<file path="config.mk">
export PLATFORM = sky130hd
export DESIGN_NAME = vector_alu_seq
export DESIGN_NICKNAME = d
export VERILOG_FILES = /design/src/rtl/vector_alu_seq_pkg.sv /design/src/rtl/vector_alu_seq_vtail_bemask.sv /design/src/rtl/vector_alu_seq.sv
export SDC_FILE = /design/constraint.sdc
export NUM_CORES = 1
export LEC_CHECK = 0
export CAP_MARGIN = 10
export CORE_AREA = 2 2 342 344
export CTS_CLUSTER_SIZE = 40
export DETAILED_ROUTE_END_ITERATION = 16
export DIE_AREA = 0 0 344 346
export GPL_ROUTABILITY_DRIVEN = 0
export PLACE_DENSITY = 0.38
export SYNTH_ARGS = -nofsm -noshare
export SYNTH_HDL_FRONTEND = slang
export SYNTH_SLANG_ARGS = --single-unit
export TNS_END_PERCENT = 50
</file>
<file path="constraint.sdc">
create_clock -name clk -period 3.4 [get_ports clk]
set_clock_uncertainty 0.1 [all_clocks]
set_input_delay 0.51 -clock clk [delete_from_list [all_inputs] [get_ports clk]]
set_output_delay 0.51 -clock clk [all_outputs]
set_load 0.02 [all_outputs]
</file>
<file path="src/rtl/vector_alu_seq_pkg.sv">
// Shared definitions for the vector ALU sequencer: element-width and state
// encodings, the OP-V major opcode, and the VLMAX helper.
package vector_alu_seq_pkg;

  typedef enum logic [2:0] {
    SEW8  = 3'd0,
    SEW16 = 3'd1,
    SEW32 = 3'd2
  } sew_e;

  typedef enum logic [1:0] {
    ST_IDLE  = 2'd0,
    ST_RUN   = 2'd1,
    ST_DRAIN = 2'd2,
    ST_DONE  = 2'd3
  } state_e;

  localparam logic [6:0] OPV_OPCODE = 7'h57;

  // VLMAX = (VLEN << lmul) / SEW, where SEW = 8 << sew.
  function automatic logic [31:0] calc_vlmax(input logic [2:0] sew,
                                             input logic [1:0] lmul,
                                             input int         vlen);
    logic [31:0] group_bits;
    group_bits = 32'(vlen) << lmul;
    return group_bits >> (32'd3 + 32'(sew));
  endfunction

endpackage

</file>
<file path="src/rtl/vector_alu_seq_vtail_bemask.sv">
// Byte-enable mask for one register of a group: a byte is enabled when the
// element it belongs to lies below vl_eff. any_active flags registers that
// hold at least one active element.
module vtail_bemask
  import vector_alu_seq_pkg::*;
#(
  parameter int VLEN = 128
) (
  input  logic [2:0]          i_k,
  input  logic [2:0]          i_sew,
  input  logic [31:0]         i_vl_eff,
  output logic [VLEN/8-1:0]   o_wbe,
  output logic                o_any_active
);

  localparam int NB        = VLEN / 8;
  localparam int LOG2_VLEN = $clog2(VLEN);

  // Index of the first element held by register k of the group.
  logic [31:0] base_elem;
  assign base_elem    = (32'(i_k) << LOG2_VLEN) >> (32'd3 + 32'(i_sew));
  assign o_any_active = base_elem < i_vl_eff;

  // Each byte maps to element base + b / (SEW/8).
  always_comb begin
    o_wbe = '0;
    for (int b = 0; b < NB; b++) begin
      o_wbe[b] = (base_elem + (32'(b) >> i_sew)) < i_vl_eff;
    end
  end

endmodule

</file>
<file path="src/rtl/vector_alu_seq.sv">
// Vector ALU sequencer: accepts one OP-V arithmetic instruction, walks the
// LMUL register group reading both sources, and writes ALU results one cycle
// behind the reads with tail-undisturbed byte enables.
module vector_alu_seq
  import vector_alu_seq_pkg::*;
#(
  parameter int VLEN  = 128,
  parameter int NVREG = 32
) (
  input  logic                      clk,
  input  logic                      rst_n,
  input  logic                      i_valid,
  output logic                      o_ready,
  input  logic [5:0]                i_funct6,
  input  logic [$clog2(NVREG)-1:0]  i_vs1a,
  input  logic [$clog2(NVREG)-1:0]  i_vs2a,
  input  logic [$clog2(NVREG)-1:0]  i_vda,
  input  logic [2:0]                i_sew,
  input  logic [1:0]                i_lmul,
  input  logic [31:0]               i_vl,
  output logic [$clog2(NVREG)-1:0]  o_vrf_ra1,
  output logic [$clog2(NVREG)-1:0]  o_vrf_ra2,
  input  logic [VLEN-1:0]           i_vrf_rd1,
  input  logic [VLEN-1:0]           i_vrf_rd2,
  output logic [VLEN-1:0]           o_alu_a,
  output logic [VLEN-1:0]           o_alu_b,
  output logic [5:0]                o_alu_ctrl,
  output logic [2:0]                o_alu_sew,
  input  logic [VLEN-1:0]           i_alu_result,
  output logic                      o_vrf_we,
  output logic [$clog2(NVREG)-1:0]  o_vrf_wa,
  output logic [VLEN-1:0]           o_vrf_wdata,
  output logic [VLEN/8-1:0]         o_vrf_wbe,
  output logic                      o_busy,
  output logic                      o_done,
  output logic                      o_err
);

  localparam int AW = $clog2(NVREG);

  state_e            state_q, state_d;
  logic [2:0]        k_q, k_d;
  logic [5:0]        funct6_q, funct6_d;
  logic [2:0]        sew_q, sew_d;
  logic [1:0]        lmul_q, lmul_d;
  logic [AW-1:0]     vs1_q, vs1_d, vs2_q, vs2_d, vd_q, vd_d;
  logic [31:0]       vl_eff_q, vl_eff_d;
  logic [AW-1:0]     ra1_q, ra1_d, ra2_q, ra2_d;
  logic              we_q, we_d;
  logic [AW-1:0]     wa_q, wa_d;
  logic [VLEN/8-1:0] wbe_q, wbe_d;
  logic              done_q, done_d;
  logic              err_q, err_d;

  logic [VLEN/8-1:0] mask_wbe;
  logic              mask_any;
  logic [AW-1:0]     grp_mask;
  logic              illegal;
  logic [31:0]       vlmax;
  logic [2:0]        k_last;

  vtail_bemask #(.VLEN(VLEN)) u_bemask (
    .i_k          (k_q),
    .i_sew        (sew_q),
    .i_vl_eff     (vl_eff_q),
    .o_wbe        (mask_wbe),
    .o_any_active (mask_any)
  );

  assign grp_mask = AW'((8'd1 << i_lmul) - 8'd1);
  assign illegal  = (i_sew > SEW32) || (|((i_vs1a | i_vs2a | i_vda) & grp_mask));
  assign vlmax    = calc_vlmax(i_sew, i_lmul, VLEN);
  assign k_last   = 3'((4'd1 << lmul_q) - 4'd1);

  // Next-state logic: issue in IDLE, read walk in RUN, write trails by one.
  always_comb begin
    state_d  = state_q;
    k_d      = k_q;
    funct6_d = funct6_q;
    sew_d    = sew_q;
    lmul_d   = lmul_q;
    vs1_d    = vs1_q;
    vs2_d    = vs2_q;
    vd_d     = vd_q;
    vl_eff_d = vl_eff_q;
    ra1_d    = ra1_q;
    ra2_d    = ra2_q;
    we_d     = 1'b0;
    wa_d     = wa_q;
    wbe_d    = '0;
    done_d   = 1'b0;
    err_d    = 1'b0;
    case (state_q)
      ST_IDLE: begin
        if (i_valid) begin
          funct6_d = i_funct6;
          sew_d    = i_sew;
          lmul_d   = i_lmul;
          vs1_d    = i_vs1a;
          vs2_d    = i_vs2a;
          vd_d     = i_vda;
          vl_eff_d = (i_vl < vlmax) ? i_vl : vlmax;
          if (illegal) begin
            state_d = ST_DONE;
            done_d  = 1'b1;
            err_d   = 1'b1;
          end else begin
            state_d = ST_RUN;
            k_d     = 3'd0;
            ra1_d   = i_vs1a;
            ra2_d   = i_vs2a;
          end
        end
      end
      ST_RUN: begin
        we_d  = mask_any;
        wa_d  = vd_q + AW'(k_q);
        wbe_d = mask_wbe;
        if (k_q == k_last) begin
          state_d = ST_DRAIN;
        end else begin
          k_d   = k_q + 3'd1;
          ra1_d = vs1_q + AW'(k_q) + AW'(1);
          ra2_d = vs2_q + AW'(k_q) + AW'(1);
        end
      end
      ST_DRAIN: begin
        state_d = ST_DONE;
        done_d  = 1'b1;
      end
      default: begin
        state_d = ST_IDLE;
      end
    endcase
  end

  // State and registered outputs; reset aborts any instruction in flight.
  always_ff @(posedge clk or negedge rst_n) begin
    if (!rst_n) begin
      state_q  <= ST_IDLE;
      k_q      <= '0;
      funct6_q <= '0;
      sew_q    <= '0;
      lmul_q   <= '0;
      vs1_q    <= '0;
      vs2_q    <= '0;
      vd_q     <= '0;
      vl_eff_q <= '0;
      ra1_q    <= '0;
      ra2_q    <= '0;
      we_q     <= 1'b0;
      wa_q     <= '0;
      wbe_q    <= '0;
      done_q   <= 1'b0;
      err_q    <= 1'b0;
    end else begin
      state_q  <= state_d;
      k_q      <= k_d;
      funct6_q <= funct6_d;
      sew_q    <= sew_d;
      lmul_q   <= lmul_d;
      vs1_q    <= vs1_d;
      vs2_q    <= vs2_d;
      vd_q     <= vd_d;
      vl_eff_q <= vl_eff_d;
      ra1_q    <= ra1_d;
      ra2_q    <= ra2_d;
      we_q     <= we_d;
      wa_q     <= wa_d;
      wbe_q    <= wbe_d;
      done_q   <= done_d;
      err_q    <= err_d;
    end
  end

  assign o_ready     = (state_q == ST_IDLE);
  assign o_busy      = (state_q != ST_IDLE);
  assign o_vrf_ra1   = ra1_q;
  assign o_vrf_ra2   = ra2_q;
  assign o_alu_a     = i_vrf_rd1;
  assign o_alu_b     = i_vrf_rd2;
  assign o_alu_ctrl  = funct6_q;
  assign o_alu_sew   = sew_q;
  assign o_vrf_we    = we_q;
  assign o_vrf_wa    = wa_q;
  assign o_vrf_wdata = i_alu_result;
  assign o_vrf_wbe   = wbe_q;
  assign o_done      = done_q;
  assign o_err       = err_q;

endmodule

</file>
==> results.md <==
- The worst register-to-register path has a setup slack of 0.01 ns.
- The part of the power in the clock network is 9.2%.
- The post-synthesis cell type with the largest combined area is sky130_fd_sc_hd__buf_4.
- The number of endpoints with negative hold slack in the final report is 0.
- Adding up every negative setup slack in the final design gives 0 ns.
- The total power after layout is 12.42 mW.
- The kind of critical path is flop to flop.
- The initial antenna violation count is 0.
- The final instance count without filler cells is 2824.
- The total of endpoints with negative setup slack in the final report is 0.
- After the first detailed-routing iteration, the DRC count stood at 416.
- The wire length reported by the detailed router is 49850 um.
- The layout has 13.25k filler cells.
- The number of buffers and inverters on the critical path is 3.
- The die width is 344 um.
- The count of pins on the block boundary is 874.
- The critical path goes through buf_6, mux2i_4, buf_6, o21a_4, nor2_4, buf_12, ha_4, ha_2, o21bai_4, a21o_1, a211o_1, o211ai_1, ha_1, nand4_1, o21ai_1, nor3_1, o21ai_1, a21boi_1.
- The cell area after synthesis is 0.01233 mm2.
- Sorting the synthesized cells by area gives the leading types as sky130_fd_sc_hd__buf_4 (24%), sky130_fd_sc_hd__dfrtp_1 (19%), sky130_fd_sc_hd__ha_1 (17%).
- The total clock sinks is 96.
- The startpoint of the lowest-slack hold path is vs1_q[0]$_DFFE_PN0P_.
- Summed over all nets, the half-perimeter wirelength after detailed placement is 39960 um.
- The start of the worst register-to-register path is o_alu_sew[0]$_DFFE_PN0P_.
- The routed length per placed instance is 17.65 um.
- Derived from the worst setup path, the maximum achievable clock frequency is 0.2954 GHz.
- At the worst endpoint, the arrival time is 3.61 ns.
- The first global-routing pass estimated 70150 um of wire.
- For the worst setup path, the data required time is 3.62 ns.
- Synthesis handed over a netlist of 1414 instances.
- Global routing used 8.106% of the available tracks across all layers.
- The via count of the first global-routing pass is 9493.
- Counting tap cells, the placed design contains a total of 2782 instances.
- The leakage power of the design is 6.086 nW.
- The internal power consumption is 6.452 mW.
- The endpoint class of the critical path is a flop.
- The async set-reset flop share out of synthesis is 100.0%.
- The flow ran to the end, and the final reports show no timing, DRC or antenna violations.
- The total number of placement rows is 125.
- The area overhead of the layout relative to synthesis is 17.50%.
- The count of input and output buffers is 105.
- The die covers 0.1190 mm2.
- For the pin with the worst max-slew slack, the measured transition is 0.7822 ns.
- The final design instance area without fill is 0.01449 mm2.
- The total of warnings raised by yosys is 0.
- The maximum vdd ir drop is 0.3403 mV.
- The depth of the most critical reg-to-reg path is 18.
- The area of the core is 0.1154 mm2.
- The maximum number of pins on one net before global-route repair is 43.
- The count of H-tree levels built during CTS is 3.
- Clock-pin slew was measured on the worst setup and hold paths at 0.10 ns.
- The synthesis-stage register bit count is 96.
- The number of nets with antenna violations after detailed routing is 0.
- After detailed routing, the number of remaining DRC violations is 0.
- The classification of the worst-slack hold path is flop to flop.
- The sequential fraction of the synthesis area is 19.48%.
- Before CTS, the worst setup slack after placement is -0.1935 ns.
- The worst hold path passes through 2 cells.
- TritonCTS built the clock tree.
- The power per cell area is 857.5 mW/mm2.
- Of all nets on the critical path, the largest fanout is 5.
- The endpoint of the worst hold path is vs1_q[0]$_DFFE_PN0P_.
- The area of combinational cells with multiple inputs is 0.007082 mm2.
- Summing all flip-flop and latch instances after layout gives 0.002407 mm2.
- The worst pin sits at a relative slew slack of 47.54%.
- After detailed placement, the total cell area comes to 0.01351 mm2.
- In this run the power spent charging and discharging nets is 5.972 mW.
- Among all stages on the critical path, the largest delay is contributed by sky130_fd_sc_hd__dfrtp_2.
- The minimum hold slack is 0.3874 ns.
- Net switching is 48.07% of the power.
- The endpoint of the worst-slack reg-to-reg timing path is o_vrf_wbe[11]$_DFF_PN0_.
- The share of total power dissipated in combinational logic is 75.4%.
- Cells fill 12.55% of the core in the end.
- In this run, distinct cell masters in the synthesized netlist total 83.
- No sink is reached through more buffers than the 2 on the longest clock path.
- In this run the biggest area consumer among cell types represents 23.68% of the synthesized area.
- The clock reaches the later pin of the worst-skew pair after 0.40 ns.
- The worst path needs 3.385 ns of the cycle, external delays included.
- The number of optimization iterations in the first detailed-route pass is 5.
- The critical path's top delay family is compound AO/OA/AOI/OAI gates.
- For this run, the slowest stage of the critical path takes 0.43 ns.
- 0 antenna diodes ended up in the layout.
- Summed over all layers, the global routing overflow is 0.
- The layout cell share with drive strength beyond 1 is 26.69%.
- The final critical path takes up 99.56% of the cycle.
- The root buffer cell chosen for the clock tree is sky130_fd_sc_hd__clkbuf_16.
- The sequential share of power is 15.5%.
- The clock buffer count from CTS is 9.
- The worst-case setup margin in the final layout is 0.01486 ns.
- After detailed routing, the number of vias per cell comes to 3.244.
- The max-cap check violation count is 0.
- The final layout contains 1916 nets.
- Setup repair after global routing could not meet its margin everywhere.
- The starting utilization of the core area is 10.68%.
- Averaged over all synthesized cells, the footprint is 8.720 um2.
- Among all flip-flop cells after synthesis, the most frequent one is sky130_fd_sc_hd__dfrtp_1.
- The number of enable flip-flop cells after synthesis is 0.
- Across all layers, the routed design uses 9162 vias.
- STA classifies the critical path startpoint as a flop.
- The final count of pins violating max slew is 0.
- The floorplan step set the die height to 346 um.
-- worst max-delay path by stage --
| stage | startpoint | endpoint | cells after the start |
|---|---|---|---|
| floorplan | o_alu_sew[2]$_DFFE_PN0P_ | o_vrf_wbe[7]$_DFF_PN0_ | 15 |
| global placement | o_alu_sew[0]$_DFFE_PN0P_ | o_vrf_wbe[7]$_DFF_PN0_ | 14 |
| detailed placement | o_alu_sew[0]$_DFFE_PN0P_ | o_vrf_wbe[11]$_DFF_PN0_ | 15 |
| CTS | o_alu_sew[0]$_DFFE_PN0P_ | o_vrf_wbe[11]$_DFF_PN0_ | 16 |
| global route | o_alu_sew[0]$_DFFE_PN0P_ | o_vrf_wbe[8]$_DFF_PN0_ | 17 |
| finish | o_alu_sew[0]$_DFFE_PN0P_ | o_vrf_wbe[11]$_DFF_PN0_ | 18 |
-- final cells by class --
cell class	count	share of cell area [%]
Timing Repair Buffer	289	17.73
Tap cell	1524	13.16
Sequential cell	96	16.61
Multi-Input combinational cell	842	48.88
Inverter	57	1.537
Clock inverter	6	0.4318
Clock buffer	10	1.649
-- power by group through the flow --
stage | logic (mW) | clock network [mW] | registers [mW]
floorplan | 5.71 | 0 | 2.09
global placement | 8.83 | 0 | 1.99
detailed placement | 8.76 | 0 | 1.97
CTS | 8.96 | 1.21 | 1.96
global route | 10.4 | 1.24 | 2.01
finish | 9.37 | 1.14 | 1.92
-- worst min-delay path, cell delays in order, from the launching register on --
cell	delay, ns
sky130_fd_sc_hd__dfrtp_1	0.35
sky130_fd_sc_hd__nand2_1	0.05
sky130_fd_sc_hd__o21ai_0	0.06
-- what timing repair did --
action / CTS / global route
hold buffers: 1 / 0
setup buffers: 4 / 23
endpoints found under the setup margin: 7 / 12
resized for setup: 21 / 108
pin swaps: 8 / 67
hold endpoints to repair: 29 / 0
-- placed cells by master, fill, tap and decap left out, types with 9 or more instances in the layout --
cell type                         count
sky130_fd_sc_hd__nand2b_1            13
sky130_fd_sc_hd__and2_1              25
sky130_fd_sc_hd__inv_1               49
sky130_fd_sc_hd__nor2b_1             14
sky130_fd_sc_hd__buf_4              164
sky130_fd_sc_hd__mux2_2              29
sky130_fd_sc_hd__xor2_1              15
sky130_fd_sc_hd__buf_6               13
sky130_fd_sc_hd__nor4_1              11
sky130_fd_sc_hd__nand4_1             27
sky130_fd_sc_hd__a31oi_1              9
sky130_fd_sc_hd__o21ai_1             17
sky130_fd_sc_hd__ha_2                 9
sky130_fd_sc_hd__clkdlybuf4s50_1    104
sky130_fd_sc_hd__xnor2_1             48
sky130_fd_sc_hd__nand3_1             23
sky130_fd_sc_hd__o21a_1               9
sky130_fd_sc_hd__nor2_1              60
sky130_fd_sc_hd__nor3_1              17
sky130_fd_sc_hd__ha_1               151
sky130_fd_sc_hd__o21ai_0             42
sky130_fd_sc_hd__dfrtp_1             92
sky130_fd_sc_hd__ha_4                 9
sky130_fd_sc_hd__a21o_1              29
sky130_fd_sc_hd__a21oi_2             17
sky130_fd_sc_hd__nand2_1             48
sky130_fd_sc_hd__clkbuf_16            9
sky130_fd_sc_hd__a21oi_1             48
sky130_fd_sc_hd__conb_1              13
-- layer usage --
| metal | GRT usage (%) | routed length [um] |
|---|---|---|
| met1 | 10.08 | 21590 |
| met2 | 11.22 | 20250 |
| met3 | 4.545 | 5902 |
| met4 | 3.221 | 1834 |
| met5 | 1.879 | 265 |
-- state kept, by name (all words and copies together), names as in the netlist, 5 cells and up --
register,flops
o_vrf_wa,5
vs2_q,5
vd_q,5
o_vrf_wbe,16
vl_eff_q,32
o_vrf_ra1,5
o_vrf_ra2,5
vs1_q,5
o_alu_ctrl,6
-- cells in the mapped netlist, types with 4 or more instances --
| master | n |
|---|---|
| sky130_fd_sc_hd__nor2b_1 | 18 |
| sky130_fd_sc_hd__nor3b_1 | 4 |
| sky130_fd_sc_hd__o21ai_0 | 59 |
| sky130_fd_sc_hd__mux2_2 | 30 |
| sky130_fd_sc_hd__a211oi_1 | 4 |
| sky130_fd_sc_hd__o21a_1 | 10 |
| sky130_fd_sc_hd__a21boi_0 | 10 |
| sky130_fd_sc_hd__a211o_1 | 5 |
| sky130_fd_sc_hd__nand3b_1 | 6 |
| sky130_fd_sc_hd__nand3_1 | 24 |
| sky130_fd_sc_hd__nand2_1 | 51 |
| sky130_fd_sc_hd__clkbuf_1 | 25 |
| sky130_fd_sc_hd__mux2i_1 | 8 |
| sky130_fd_sc_hd__a221oi_1 | 4 |
| sky130_fd_sc_hd__mux2_4 | 5 |
| sky130_fd_sc_hd__o22ai_1 | 4 |
| sky130_fd_sc_hd__nand2b_1 | 16 |
| sky130_fd_sc_hd__xnor2_1 | 51 |
| sky130_fd_sc_hd__and2_1 | 25 |
| sky130_fd_sc_hd__o211ai_1 | 8 |
| sky130_fd_sc_hd__o21ai_1 | 4 |
| sky130_fd_sc_hd__nor4_1 | 11 |
| sky130_fd_sc_hd__nand4_1 | 27 |
| sky130_fd_sc_hd__nor3_1 | 19 |
| sky130_fd_sc_hd__ha_1 | 169 |
| sky130_fd_sc_hd__nor2_1 | 67 |
| sky130_fd_sc_hd__xor2_1 | 18 |
| sky130_fd_sc_hd__a21o_1 | 29 |
| sky130_fd_sc_hd__a31oi_1 | 9 |
| sky130_fd_sc_hd__buf_2 | 12 |
| sky130_fd_sc_hd__dfrtp_1 | 96 |
| sky130_fd_sc_hd__a21oi_1 | 64 |
| sky130_fd_sc_hd__buf_4 | 389 |
| sky130_fd_sc_hd__fa_1 | 7 |
| sky130_fd_sc_hd__and3_1 | 5 |
| sky130_fd_sc_hd__inv_1 | 54 |
-- logic make-up (layout without fill, tap and decap cells) --
group / Yosys count / count (layout) / share of synthesized area, %
buffers and inverters: 487 / 362 / 27.04
and+or+nand+nor: 291 / 291 / 12.32
AOI/OAI and AO/OA: 247 / 247 / 13.43
adders and majority gates: 176 / 176 / 18.29
DFF: 96 / 96 / 19.48
xor gates and xnor gates: 69 / 69 / 4.901
muxes: 46 / 46 / 4.475
other: 2 / 13 / 0.06091
(Power assumes the default switching activity.)
